`src/rtl/deal_hands_pkg.sv`:
```
// Shared blackjack definitions: deal FSM states, hand geometry, card range and
// the random-generator reset value.
package deal_hands_pkg;

    typedef enum logic [1:0] {
        S_IDLE  = 2'd0,
        S_CLEAR = 2'd1,
        S_DRAW  = 2'd2
    } deal_state_t;

    localparam int          HAND_SLOTS = 9;
    localparam logic [3:0]  FULL_COUNT = 4'd9;
    localparam logic [3:0]  CARD_MIN   = 4'd1;
    localparam logic [3:0]  CARD_MAX   = 4'd13;
    localparam logic [15:0] LFSR_RESET = 16'hACE1;

    // Fibonacci LFSR step, taps 16,14,13,11.
    function automatic logic [15:0] lfsr_next(input logic [15:0] cur);
        return {cur[14:0], cur[15] ^ cur[13] ^ cur[12] ^ cur[10]};
    endfunction

endpackage

```
`src/rtl/deal_hands_lfsr.sv`:
```
// Free-running 16-bit card generator; a seed load overrides the step and an
// all-zero seed is replaced so the register can never lock up.
module card_lfsr
    import deal_hands_pkg::*;
(
    input  logic        clk,
    input  logic        rst,
    input  logic        load,
    input  logic [15:0] seed,
    output logic [15:0] value
);

    logic [15:0] r_lfsr;

    // Generator state: reset, seed load, or advance.
    always_ff @(posedge clk) begin
        if (rst) begin
            r_lfsr <= LFSR_RESET;
        end else if (load) begin
            r_lfsr <= (seed == 16'h0000) ? LFSR_RESET : seed;
        end else begin
            r_lfsr <= lfsr_next(r_lfsr);
        end
    end

    assign value = r_lfsr;

endmodule

```
`src/rtl/deal_hands.sv`:
```
// Blackjack card dealer: opening round of four cards and single-card hits,
// drawing card codes 1..13 from the LFSR with retry on out-of-range nibbles.
module deal_hands
    import deal_hands_pkg::*;
(
    input  logic                             clk,
    input  logic                             rst,
    input  logic                             new_round,
    input  logic                             hit_player,
    input  logic                             hit_dealer,
    input  logic                             seed_load,
    input  logic [15:0]                      seed,
    output logic [HAND_SLOTS-1:0][3:0]       player_card_values,
    output logic [HAND_SLOTS-1:0][3:0]       dealer_card_values,
    output logic [3:0]                       player_count,
    output logic [3:0]                       dealer_count,
    output logic                             busy,
    output logic                             deal_done,
    output logic                             hand_full
);

    deal_state_t                 r_state, w_state_nxt;
    logic [HAND_SLOTS-1:0][3:0]  r_player, w_player_nxt;
    logic [HAND_SLOTS-1:0][3:0]  r_dealer, w_dealer_nxt;
    logic [3:0]                  r_pcnt, w_pcnt_nxt;
    logic [3:0]                  r_dcnt, w_dcnt_nxt;
    logic                        r_round, w_round_nxt;
    logic                        r_target, w_target_nxt;
    logic [1:0]                  r_idx, w_idx_nxt;
    logic                        r_busy, r_deal_done, r_hand_full;
    logic                        w_deal_done_nxt, w_hand_full_nxt;
    logic [15:0]                 w_lfsr;
    logic [3:0]                  w_card;
    logic                        w_card_ok, w_to_dealer, w_last, w_unused_lfsr;

    card_lfsr u_lfsr (
        .clk   (clk),
        .rst   (rst),
        .load  (seed_load),
        .seed  (seed),
        .value (w_lfsr)
    );

    assign w_card        = w_lfsr[3:0];
    assign w_unused_lfsr = ^w_lfsr[15:4];
    assign w_card_ok     = (w_card >= CARD_MIN) && (w_card <= CARD_MAX);
    // A round alternates player/dealer on the deal index; a hit has a fixed target.
    assign w_to_dealer   = r_round ? r_idx[0] : r_target;
    assign w_last        = !r_round || (r_idx == 2'd3);

    // Next-state, hand update and pulse generation.
    always_comb begin
        w_state_nxt     = r_state;
        w_player_nxt    = r_player;
        w_dealer_nxt    = r_dealer;
        w_pcnt_nxt      = r_pcnt;
        w_dcnt_nxt      = r_dcnt;
        w_round_nxt     = r_round;
        w_target_nxt    = r_target;
        w_idx_nxt       = r_idx;
        w_deal_done_nxt = 1'b0;
        w_hand_full_nxt = 1'b0;
        case (r_state)
            S_IDLE: begin
                if (new_round) begin
                    w_state_nxt  = S_CLEAR;
                    w_player_nxt = '0;
                    w_dealer_nxt = '0;
                    w_pcnt_nxt   = 4'd0;
                    w_dcnt_nxt   = 4'd0;
                    w_round_nxt  = 1'b1;
                    w_idx_nxt    = 2'd0;
                end else if (hit_player) begin
                    if (r_pcnt >= FULL_COUNT) begin
                        w_hand_full_nxt = 1'b1;
                    end else begin
                        w_state_nxt  = S_DRAW;
                        w_round_nxt  = 1'b0;
                        w_target_nxt = 1'b0;
                    end
                end else if (hit_dealer) begin
                    if (r_dcnt >= FULL_COUNT) begin
                        w_hand_full_nxt = 1'b1;
                    end else begin
                        w_state_nxt  = S_DRAW;
                        w_round_nxt  = 1'b0;
                        w_target_nxt = 1'b1;
                    end
                end else begin
                    w_state_nxt = S_IDLE;
                end
            end
            S_CLEAR: begin
                w_state_nxt = S_DRAW;
            end
            S_DRAW: begin
                if (w_card_ok) begin
                    if (w_to_dealer) begin
                        if (r_dcnt < FULL_COUNT) begin
                            w_dealer_nxt[r_dcnt] = w_card;
                            w_dcnt_nxt           = r_dcnt + 4'd1;
                        end else begin
                            w_dcnt_nxt = r_dcnt;
                        end
                    end else begin
                        if (r_pcnt < FULL_COUNT) begin
                            w_player_nxt[r_pcnt] = w_card;
                            w_pcnt_nxt           = r_pcnt + 4'd1;
                        end else begin
                            w_pcnt_nxt = r_pcnt;
                        end
                    end
                    if (w_last) begin
                        w_state_nxt     = S_IDLE;
                        w_deal_done_nxt = 1'b1;
                    end else begin
                        w_idx_nxt = r_idx + 2'd1;
                    end
                end else begin
                    w_state_nxt = S_DRAW;
                end
            end
            default: begin
                w_state_nxt = S_IDLE;
            end
        endcase
    end

    // State and output registers; reset aborts any deal in progress.
    always_ff @(posedge clk) begin
        if (rst) begin
            r_state     <= S_IDLE;
            r_player    <= '0;
            r_dealer    <= '0;
            r_pcnt      <= 4'd0;
            r_dcnt      <= 4'd0;
            r_round     <= 1'b0;
            r_target    <= 1'b0;
            r_idx       <= 2'd0;
            r_busy      <= 1'b0;
            r_deal_done <= 1'b0;
            r_hand_full <= 1'b0;
        end else begin
            r_state     <= w_state_nxt;
            r_player    <= w_player_nxt;
            r_dealer    <= w_dealer_nxt;
            r_pcnt      <= w_pcnt_nxt;
            r_dcnt      <= w_dcnt_nxt;
            r_round     <= w_round_nxt;
            r_target    <= w_target_nxt;
            r_idx       <= w_idx_nxt;
            r_busy      <= (w_state_nxt != S_IDLE);
            r_deal_done <= w_deal_done_nxt;
            r_hand_full <= w_hand_full_nxt;
        end
    end

    assign player_card_values = r_player;
    assign dealer_card_values = r_dealer;
    assign player_count       = r_pcnt;
    assign dealer_count       = r_dcnt;
    assign busy               = r_busy;
    assign deal_done          = r_deal_done;
    assign hand_full          = r_hand_full;

endmodule
```
`config.mk`:
```
export PLATFORM = sky130hd
export DESIGN_NAME = deal_hands
export DESIGN_NICKNAME = d
export VERILOG_FILES = /design/src/rtl/deal_hands_pkg.sv /design/src/rtl/deal_hands_lfsr.sv /design/src/rtl/deal_hands.sv
export SDC_FILE = /design/constraint.sdc
export NUM_CORES = 1
export LEC_CHECK = 0
export ABC_AREA = 1
export CORE_MARGIN = 5
export CORE_UTILIZATION = 42
export CTS_BUF_LIST = sky130_fd_sc_hd__clkbuf_8
export DETAILED_ROUTE_END_ITERATION = 8
export GPL_TIMING_DRIVEN = 0
export HOLD_SLACK_MARGIN = 0.06
export PLACE_DENSITY = 0.69
export SLEW_MARGIN = 30
export SYNTH_ARGS = -nofsm -noshare
export SYNTH_HDL_FRONTEND = slang
export SYNTH_SLANG_ARGS = --single-unit
```
`constraint.sdc`:
```
create_clock -name clk -period 1.6 [get_ports clk]
set_input_delay 0.16 -clock clk [delete_from_list [all_inputs] [get_ports clk]]
set_output_delay 0.16 -clock clk [all_outputs]
set_load 0.01 [all_outputs]
```
==> results of run 1 <==
[flip-flops by register name, summed over array words and instances (netlist names), 2 cells and up]
register	cells
u_lfsr.value	16
dealer_card_values	36
dealer_count	4
player_card_values	36
r_state	2
player_count	4
r_idx	2
[kinds of logic (layout without fill, tap and decap cells)]
kind of cell	after synthesis	in the layout
flip-flops	105	105
AND/OR/NAND/NOR	310	312
buffers and inverters	79	228
XOR/XNOR	2	2
AO/OA/AOI/OAI	111	111
adder cells (fa/ha/maj)	9	9
[layer usage]
metal | vias to the layer above | part of all wire, % | track usage [%]
met5 | - | 0 | 0
met4 | 0 | 1.7 | 6.729
met3 | 30 | 7.8 | 3.446
met2 | 219 | 48 | 34.84
met1 | 2316 | 43 | 27.99
li1 | 2339 | - | -
[worst paths after layout]
kind	start	endpoint	slack [ns]	depth (start not counted)
setup / recovery	player_count[1]$_SDFFE_PP0P_	player_count[0]$_SDFFE_PP0P_	-0.09	9
hold reg to reg	u_lfsr.value[4]$_SDFF_PP0_	u_lfsr.value[5]$_SDFF_PP1_	0.46	2
setup reg to reg	player_count[1]$_SDFFE_PP0P_	player_count[0]$_SDFFE_PP0P_	-0.09	9
hold / removal	seed[12]	u_lfsr.value[12]$_SDFF_PP0_	0.39	3
[final cells by class]
class,instances,area (um^2),share of cell area [%]
clock buffer,9,123.9,1.784
buffer,30,279.0,4.019
timing repair buffer,135,1334,19.21
clock inverter,6,67.56,0.9731
sequential,105,2126,30.62
multi-input combinational,434,2636,37.97
inverter,48,201.4,2.901
tap,140,175.2,2.523
[metrics by stage]
stage	setup slack [ns]	util, %	hold slack [ns]
floorplan	0.0004846	-	0.2871
global placement	-0.3145	54.31	0.4296
detailed placement	-0.3857	54.31	0.4349
CTS	-0.000006661	58.15	0.3908
global route	-0.1476	63.77	0.4310
finish	-0.08904	63.77	0.3935
[worst max-delay path: cells and delay by family (launching register included)]
kind,cells,cell delay [ns]
simple gates,5,0.59
flops,1,0.39
buf+inv,2,0.29
fa+ha+maj,1,0.16
compound gates,1,0.16
[layout by cell type, fill, tap and decap left out, drive strengths merged]
cell type,Yosys,routed
xor2,1,1
clkinvlp,0,3
or2,1,1
ha,9,9
xnor2,1,1
nand3,114,114
a211oi,4,4
o211ai,1,1
nand2,140,140
nor2,50,52
o22ai,7,7
clkbuf,12,23
nor3,3,3
clkinv,2,3
nor3b,1,1
buf,19,47
o21bai,1,1
bufinv,0,1
a21oi,84,84
clkdlybuf4s50,0,104
dfxtp,105,105
nand4,1,1
inv,46,47
o21ai,14,14
[power breakdown]
group / internal (mW) / total, mW / leakage [nW] / switching (mW)
combinational: 0.600 / 1.47 / 1.68 / 0.866
sequential: 2.67 / 2.72 / 0.858 / 0.0473
clock: 0.724 / 1.67 / 0.0921 / 0.942
[repair_timing]
| action | in CTS | in global routing |
|---|---|---|
| setup endpoints to repair | 85 | 84 |
| setup buffers | 4 | 21 |
| endpoints found under the hold margin | 0 | 0 |
| gates resized for setup | 43 | 105 |
| pin swaps | 7 | 51 |
| gates cloned | 6 | 3 |
| hold buffers | 0 | 0 |
==> impl_results.rst, run 1 <==
.. list-table::
   :header-rows: 1

   * - Metric
     - Value
   * - Outcome
     - complete, but fails checks
   * - Violated checks
     - negative setup slack
   * - Routed via count
     - 4,904
   * - XOR/XNOR share of the synthesized area
     - 0.3729%
   * - Layout filler cell count
     - 911
   * - Worst min-delay path class
     - in -> reg
   * - Crit path cell chain
     - inv_4, ha_4, nand2_4, nand3_4, nand3_4, nor2_4, buf_2, nand3_1, a21oi_1
   * - Net count, final
     - 794
   * - # clock sinks
     - 105
   * - Clock root cell
     - sky130_fd_sc_hd__clkbuf_8
   * - Mapped Avg Cell Area
     - 7.625 um^2
   * - Main flop type after synthesis
     - sky130_fd_sc_hd__dfxtp_1
   * - Synthesized-area fraction occupied by ao, oa, aoi and oai cells
     - 12.33%
   * - Flop and latch count out of synthesis
     - 105
   * - Number of global-route vias before repair
     - 4,635
   * - Total number of yosys warnings
     - 0
   * - Highest attainable clock frequency
     - 592.1 MHz
   * - Layout Cells excl Fill
     - 907
   * - Final std cell area, no fill
     - 0.006943 mm^2
   * - Unrepaired setup endpoints after global routing
     - yes
   * - Die Outline Area
     - 0.01340 mm^2
   * - Leakage
     - 2.628 nW
   * - Largest family of logic cells by synthesized area
     - simple AND/OR/NAND/NOR gates
   * - Slowest CP cell
     - sky130_fd_sc_hd__dfxtp_4
   * - Length of the first detailed-routing pass in iterations
     - 5
   * - Final total power
     - 5.855 mW
   * - Sum of negative setup slack
     - -1.110 ns
   * - Post-synthesis share of cell area spent on and, or, nand and nor gates
     - 31.06%
   * - Initial core utilization
     - 43.14%
   * - Clock Tree Buf Depth
     - 2
   * - Antenna violations before repair
     - 0
   * - Layout cell share with drive strength beyond 1
     - 23.86%
   * - Number of DRC violations after detailed-routing iteration 0
     - 299
   * - Via/cell ratio
     - 5.407
   * - Multiplexer share of the synthesized area
     - 0%
   * - Routed WL
     - 15,260 um
   * - Relative area change from synthesis to final layout
     - 47.82%
   * - Clock Skew
     - 0.01303 ns
   * - Post-Place Cells
     - 860
   * - First-pass GRT wire length
     - 22,430 um
   * - CP dominant cell by count
     - sky130_fd_sc_hd__nand3_4
   * - Type of element capturing the critical path
     - flop
   * - Floorplan die width
     - 115.8 um
   * - Vert. Die Dim
     - 115.8 um
   * - IR drop worst, VDD
     - 0.0006124 V
   * - Core area
     - 0.01089 mm^2
   * - Row count
     - 38
   * - Max-cap viol count
     - 0
   * - Netlist area before placement
     - 0.004697 mm^2
   * - DP Wirelength
     - 10,030 um
   * - Clock tree from TritonCTS
     - done
   * - Top-level I/O count
     - 105
   * - Clock latency at the later pin of the worst-skew pair
     - 0.37 ns
   * - Number of H-tree levels
     - 3
   * - Critical setup path kind
     - reg -> reg
   * - ANT nets after route
     - 0
   * - Worst-margin pin slew
     - 0.6076 ns
   * - Period utilisation layout
     - 105.6%
   * - Ant. Diodes
     - 0
   * - Gate count of the mapped netlist
     - 616
   * - EDFF count, synth
     - 0
   * - Final setup viols
     - 19
   * - Rel. slew slack
     - 59.49%
   * - Final number of max-transition violations
     - 0
   * - Global Route Usage Sum
     - 20.97%
   * - Share of the yosys chip area belonging to registers
     - 44.75%
   * - Cell variety after synth
     - 31
   * - Pin count of the biggest net entering global routing
     - 18
   * - Ranking of synthesized cells by area
     - sky130_fd_sc_hd__dfxtp_1 45%, sky130_fd_sc_hd__nand3_1 12%, sky130_fd_sc_hd__nand2_1 11%
   * - Placer Congestion
     - 0.9879
   * - Fraction of registers with async set or reset after synthesis
     - 0%
   * - Area share of the leading cell type in the synthesized netlist
     - 44.75%
   * - Cell Pwr Density
     - 843.4 mW/mm^2
   * - Average detailed-routed wire length per instance
     - 16.83 um
   * - Net count of the mapped netlist
     - 647
   * - Clock Pin Slew Worst Setup and Hold Paths
     - 0.11 ns
   * - Hold Violations, Final
     - 0
   * - Arr. time, crit path
     - 1.97 ns
   * - Maximum fanout encountered on the critical timing path
     - 6
   * - Stage delay of the slowest cell on the critical path
     - 0.39 ns
   * - Required arrival time at the worst endpoint
     - 1.88 ns
   * - Most frequent cell after synthesis
     - sky130_fd_sc_hd__nand2_1
   * - Element type at the critical path start
     - flop
   * - CTS buffer count
     - 9
   * - Commonest cells in the netlist
     - 136 x sky130_fd_sc_hd__nand2_1, 111 x sky130_fd_sc_hd__nand3_1, 105 x sky130_fd_sc_hd__dfxtp_1
   * - Total grt overflow
     - 0
   * - Clock period minus final worst setup slack
     - 1.689 ns
   * - Quantity of I/O buffers inserted on ports
     - 104
   * - DRC violations left
     - 0
   * - Synth Area in Adders
     - 2.397%
   * - Placement-stage cell area
     - 0.005913 mm^2
   * - Setup ws final
     - -0.08904 ns
   * - Most area-hungry cell type in the Yosys netlist
     - sky130_fd_sc_hd__dfxtp_1
(Power assumes the default switching activity.)
==> run 2, diff against run 1 <==
Settings changed: ABC_AREA 1 to default, PLACE_DENSITY 0.69 to 0.76.
==> impl_results.rst, run 2 <==
.. list-table::
   :header-rows: 1

   * - Metric
     - Value
   * - Outcome
     - complete, but fails checks
   * - Violated checks
     - negative setup slack
   * - Reg2reg end
     - player_card_values[26]$_SDFFE_PP0P_
   * - Max-cap viol count
     - 0
   * - Arr. time, crit path
     - 2.11 ns
   * - Number of DRC violations after detailed-routing iteration 0
     - 224
   * - Sw Share
     - 27.02%
   * - Netlist area before placement
     - 0.004188 mm^2
   * - Commonest cells in the netlist
     - 105 x sky130_fd_sc_hd__dfxtp_1, 35 x sky130_fd_sc_hd__nor2_1, 27 x sky130_fd_sc_hd__o2bb2ai_1
   * - Pin count of the biggest net entering global routing
     - 17
   * - Clock Skew
     - 0.01126 ns
   * - Layout cell share with drive strength beyond 1
     - 30.53%
   * - Worst-margin pin slew
     - 1.063 ns
   * - Flip-flop and latch area
     - 0.002143 mm^2
   * - Fraction of met3 tracks used by global routing
     - 5.050%
   * - Routed via count
     - 4,009
   * - Critical setup path kind
     - reg -> reg
   * - Top-level I/O count
     - 105
   * - Net count, final
     - 596
   * - Row count
     - 36
   * - Cell Pwr Density
     - 802.4 mW/mm^2
   * - Rel. slew slack
     - 29.14%
   * - Quantity of I/O buffers inserted on ports
     - 103
   * - Worst Hold End
     - u_lfsr.value[10]$_SDFF_PP1_
   * - Stage delay of the slowest cell on the critical path
     - 0.56 ns
   * - Final total power
     - 5.297 mW
   * - Leakage
     - 2.372 nW
   * - Mapped Avg Cell Area
     - 10.16 um^2
   * - Clock latency at the later pin of the worst-skew pair
     - 0.36 ns
   * - Vert. Die Dim
     - 109.9 um
   * - Fraction of registers with async set or reset after synthesis
     - 0%
   * - Via/cell ratio
     - 5.703
   * - CTS buffer count
     - 9
   * - Worst Reg2Reg Path Length in Cells
     - 6
   * - Cell variety after synth
     - 50
   * - Global Route Usage Sum
     - 20.98%
   * - Clock Tree Buf Depth
     - 2
   * - Power spent charging and discharging nets
     - 1.431 mW
   * - Share of the yosys chip area belonging to registers
     - 50.19%
   * - Clock Pin Slew Worst Setup and Hold Paths
     - 0.10 ns
   * - Clock tree from TritonCTS
     - done
   * - Routed WL
     - 13,550 um
   * - Ant. Diodes
     - 0
   * - Relative area change from synthesis to final layout
     - 57.63%
   * - Post-Place Cells
     - 648
   * - Power Internal
     - 3.866 mW
   * - Crit Reg-Reg Startpoint
     - u_lfsr.value[0]$_SDFF_PP1_
   * - Unrepaired setup endpoints after global routing
     - yes
   * - Setup ws final
     - -0.2421 ns
   * - Number of H-tree levels
     - 3
   * - Number of global-route vias before repair
     - 3,877
   * - Gate count of the mapped netlist
     - 412
   * - Final setup viols
     - 81
   * - Area occupied by multi-input gates
     - 0.002490 mm^2
   * - Die Outline Area
     - 0.01207 mm^2
   * - Main flop type after synthesis
     - sky130_fd_sc_hd__dfxtp_1
   * - EDFF count, synth
     - 0
   * - Hold Crit Start
     - seed_load
   * - Placer Congestion
     - 0.8797
   * - Ranking of synthesized cells by area
     - sky130_fd_sc_hd__dfxtp_1 50%, sky130_fd_sc_hd__o2bb2ai_1 5.6%, sky130_fd_sc_hd__a32o_1 4.8%
   * - Clock root cell
     - sky130_fd_sc_hd__clkbuf_8
   * - IR drop worst, VDD
     - 0.0005077 V
   * - Element type at the critical path start
     - flop
   * - Met2 layer usage reported by global route
     - 34.32%
   * - Most used cells in the layout excluding fill and tap cells
     - 100 x sky130_fd_sc_hd__clkdlybuf4s50_1, 90 x sky130_fd_sc_hd__dfxtp_1, 29 x sky130_fd_sc_hd__buf_4, 26 x sky130_fd_sc_hd__nor2_1, 20 x sky130_fd_sc_hd__a32o_1
   * - Required arrival time at the worst endpoint
     - 1.86 ns
   * - Highest attainable clock frequency
     - 542.9 MHz
   * - Total grt overflow
     - 0
   * - Clock period minus final worst setup slack
     - 1.842 ns
   * - Most area-hungry cell type in the Yosys netlist
     - sky130_fd_sc_hd__dfxtp_1
   * - Average detailed-routed wire length per instance
     - 19.27 um
   * - Slowest CP cell
     - sky130_fd_sc_hd__or4_4
   * - Final number of max-transition violations
     - 0
   * - Placement-stage cell area
     - 0.005483 mm^2
   * - Core area
     - 0.009729 mm^2
   * - R2r setup slk
     - -0.24 ns
   * - Most frequent standard cell in the layout excluding fill and tap cells
     - sky130_fd_sc_hd__clkdlybuf4s50_1
   * - Area share of the leading cell type in the synthesized netlist
     - 50.19%
   * - Clock network fraction of total power
     - 31.9%
   * - Worst min-delay path class
     - in -> reg
   * - Sequential cell fraction of total power
     - 51.0%
   * - Logic gate share of total power
     - 17.1%
   * - DP Wirelength
     - 8508 um
   * - ANT nets after route
     - 0
   * - GRT busiest layer
     - met2
   * - Length of the first detailed-routing pass in iterations
     - 4
   * - # clock sinks
     - 105
   * - DRC violations left
     - 0
   * - Period utilisation layout
     - 115.1%
   * - Depth of the worst hold-timing path
     - 3
   * - Type of element capturing the critical path
     - flop
   * - Initial core utilization
     - 43.04%
   * - First-pass GRT wire length
     - 19,830 um
   * - Flop and latch count out of synthesis
     - 105
   * - Layout Cells excl Fill
     - 703
   * - Crit path cell chain
     - or4_4, nand4b_1, buf_4, nor2_4, buf_6, a32o_1
   * - Antenna violations before repair
     - 0
   * - Total number of yosys warnings
     - 0
   * - Layout filler cell count
     - 726
   * - Hold Violations, Final
     - 0
   * - Final std cell area, no fill
     - 0.006601 mm^2
   * - Floorplan die width
     - 109.9 um
   * - Global routing met1 resource utilization
     - 27.42%
   * - Net count of the mapped netlist
     - 443
   * - Maximum fanout encountered on the critical timing path
     - 5
   * - Most frequent cell after synthesis
     - sky130_fd_sc_hd__dfxtp_1
## run 2: cell count changes after synthesis, sizes merged, moves of 7 or more
cell / delta
a21oi: -58
a22o: +12
a2bb2o: +9
a32o: +20
buf: -10
inv: -37
mux2i: +9
nand2: -127
nand2b: +21
nand3: -104
nor2: -15
nor4: +7
o2bb2ai: +27
## run 2: layer usage
layer / wire length (um) / up-vias
li1: - / 1869
met1: 5703 / 1960
met2: 6724 / 157
met3: 913 / 23
met4: 206 / 0
met5: 0 / -
## run 2: cell type report
cell class                 instances  area share, %
inverter                           9         0.5876
buffer                            23          2.483
timing repair buffer             143          21.10
sequential                       105          32.47
clock inverter                     5         0.8340
multi-input combinational        274          37.72
clock buffer                      11          2.293
tap                              133          2.521
## run 2: power groups by stage
stage	sequential, mW	combinational (mW)	clock, mW
after global placement	2.76	0.548	0
after detailed placement	2.76	0.567	0
after CTS	2.70	0.724	1.72
after global routing	2.71	0.961	1.83
after floorplan	2.76	0.360	0
final	2.70	0.904	1.69
## run 2: what timing repair did
action / CTS / global route
pin swaps: 35 / 36
resized for setup: 87 / 63
gates cloned: 2 / 2
endpoints found under the setup margin: 97 / 89
hold buffers: 0 / 0
buffers inserted: 17 / 19
## run 2: worst max-delay path: cells and delay by family (launching register included)
family / cells / cell delay (ns)
simple gates: 3 / 0.83
buf+inv: 2 / 0.30
flops: 1 / 0.37
compound gates: 1 / 0.23
## run 2: through the flow
stage / util, % / setup slack, ns / hold WS (ns) / TNS (ns)
floorplan: - / -0.06619 / 0.2701 / -0.6057
global placement: 56.35 / -0.6767 / 0.4385 / -49.37
detailed placement: 56.35 / -0.7355 / 0.4467 / -54.14
CTS: 63.21 / -0.1772 / 0.2637 / -6.316
global route: 67.85 / -0.3382 / 0.3000 / -14.96
finish: 67.85 / -0.2421 / 0.2833 / -9.545
## run 2: worst max-delay path by stage
stage	endpoint	depth (start not counted)	slack (ns)	from
2_1_floorplan	r_state[1]$_SDFF_PP0_	7	-0.07	dealer_count[1]$_SDFFE_PP0P_
4_1_cts	player_card_values[23]$_SDFFE_PP0P_	5	-0.18	u_lfsr.value[0]$_SDFF_PP1_
6_report	player_card_values[26]$_SDFFE_PP0P_	6	-0.24	u_lfsr.value[0]$_SDFF_PP1_
3_3_place_gp	dealer_card_values[16]$_SDFFE_PP0P_	6	-0.68	new_round
3_5_place_dp	dealer_card_values[16]$_SDFFE_PP0P_	6	-0.74	new_round
5_1_grt	r_state[1]$_SDFF_PP0_	8	-0.34	player_count[1]$_SDFFE_PP0P_
## run 2: logic make-up after synthesis
logic type / share of synthesized area [%]
XOR/XNOR: 1.046
buffers and inverters: 3.286
adder cells (fa/ha/maj): 2.689
multiplexers: 2.420
flip-flops: 50.19
AO/OA/AOI/OAI: 25.34
AND/OR/NAND/NOR: 15.03
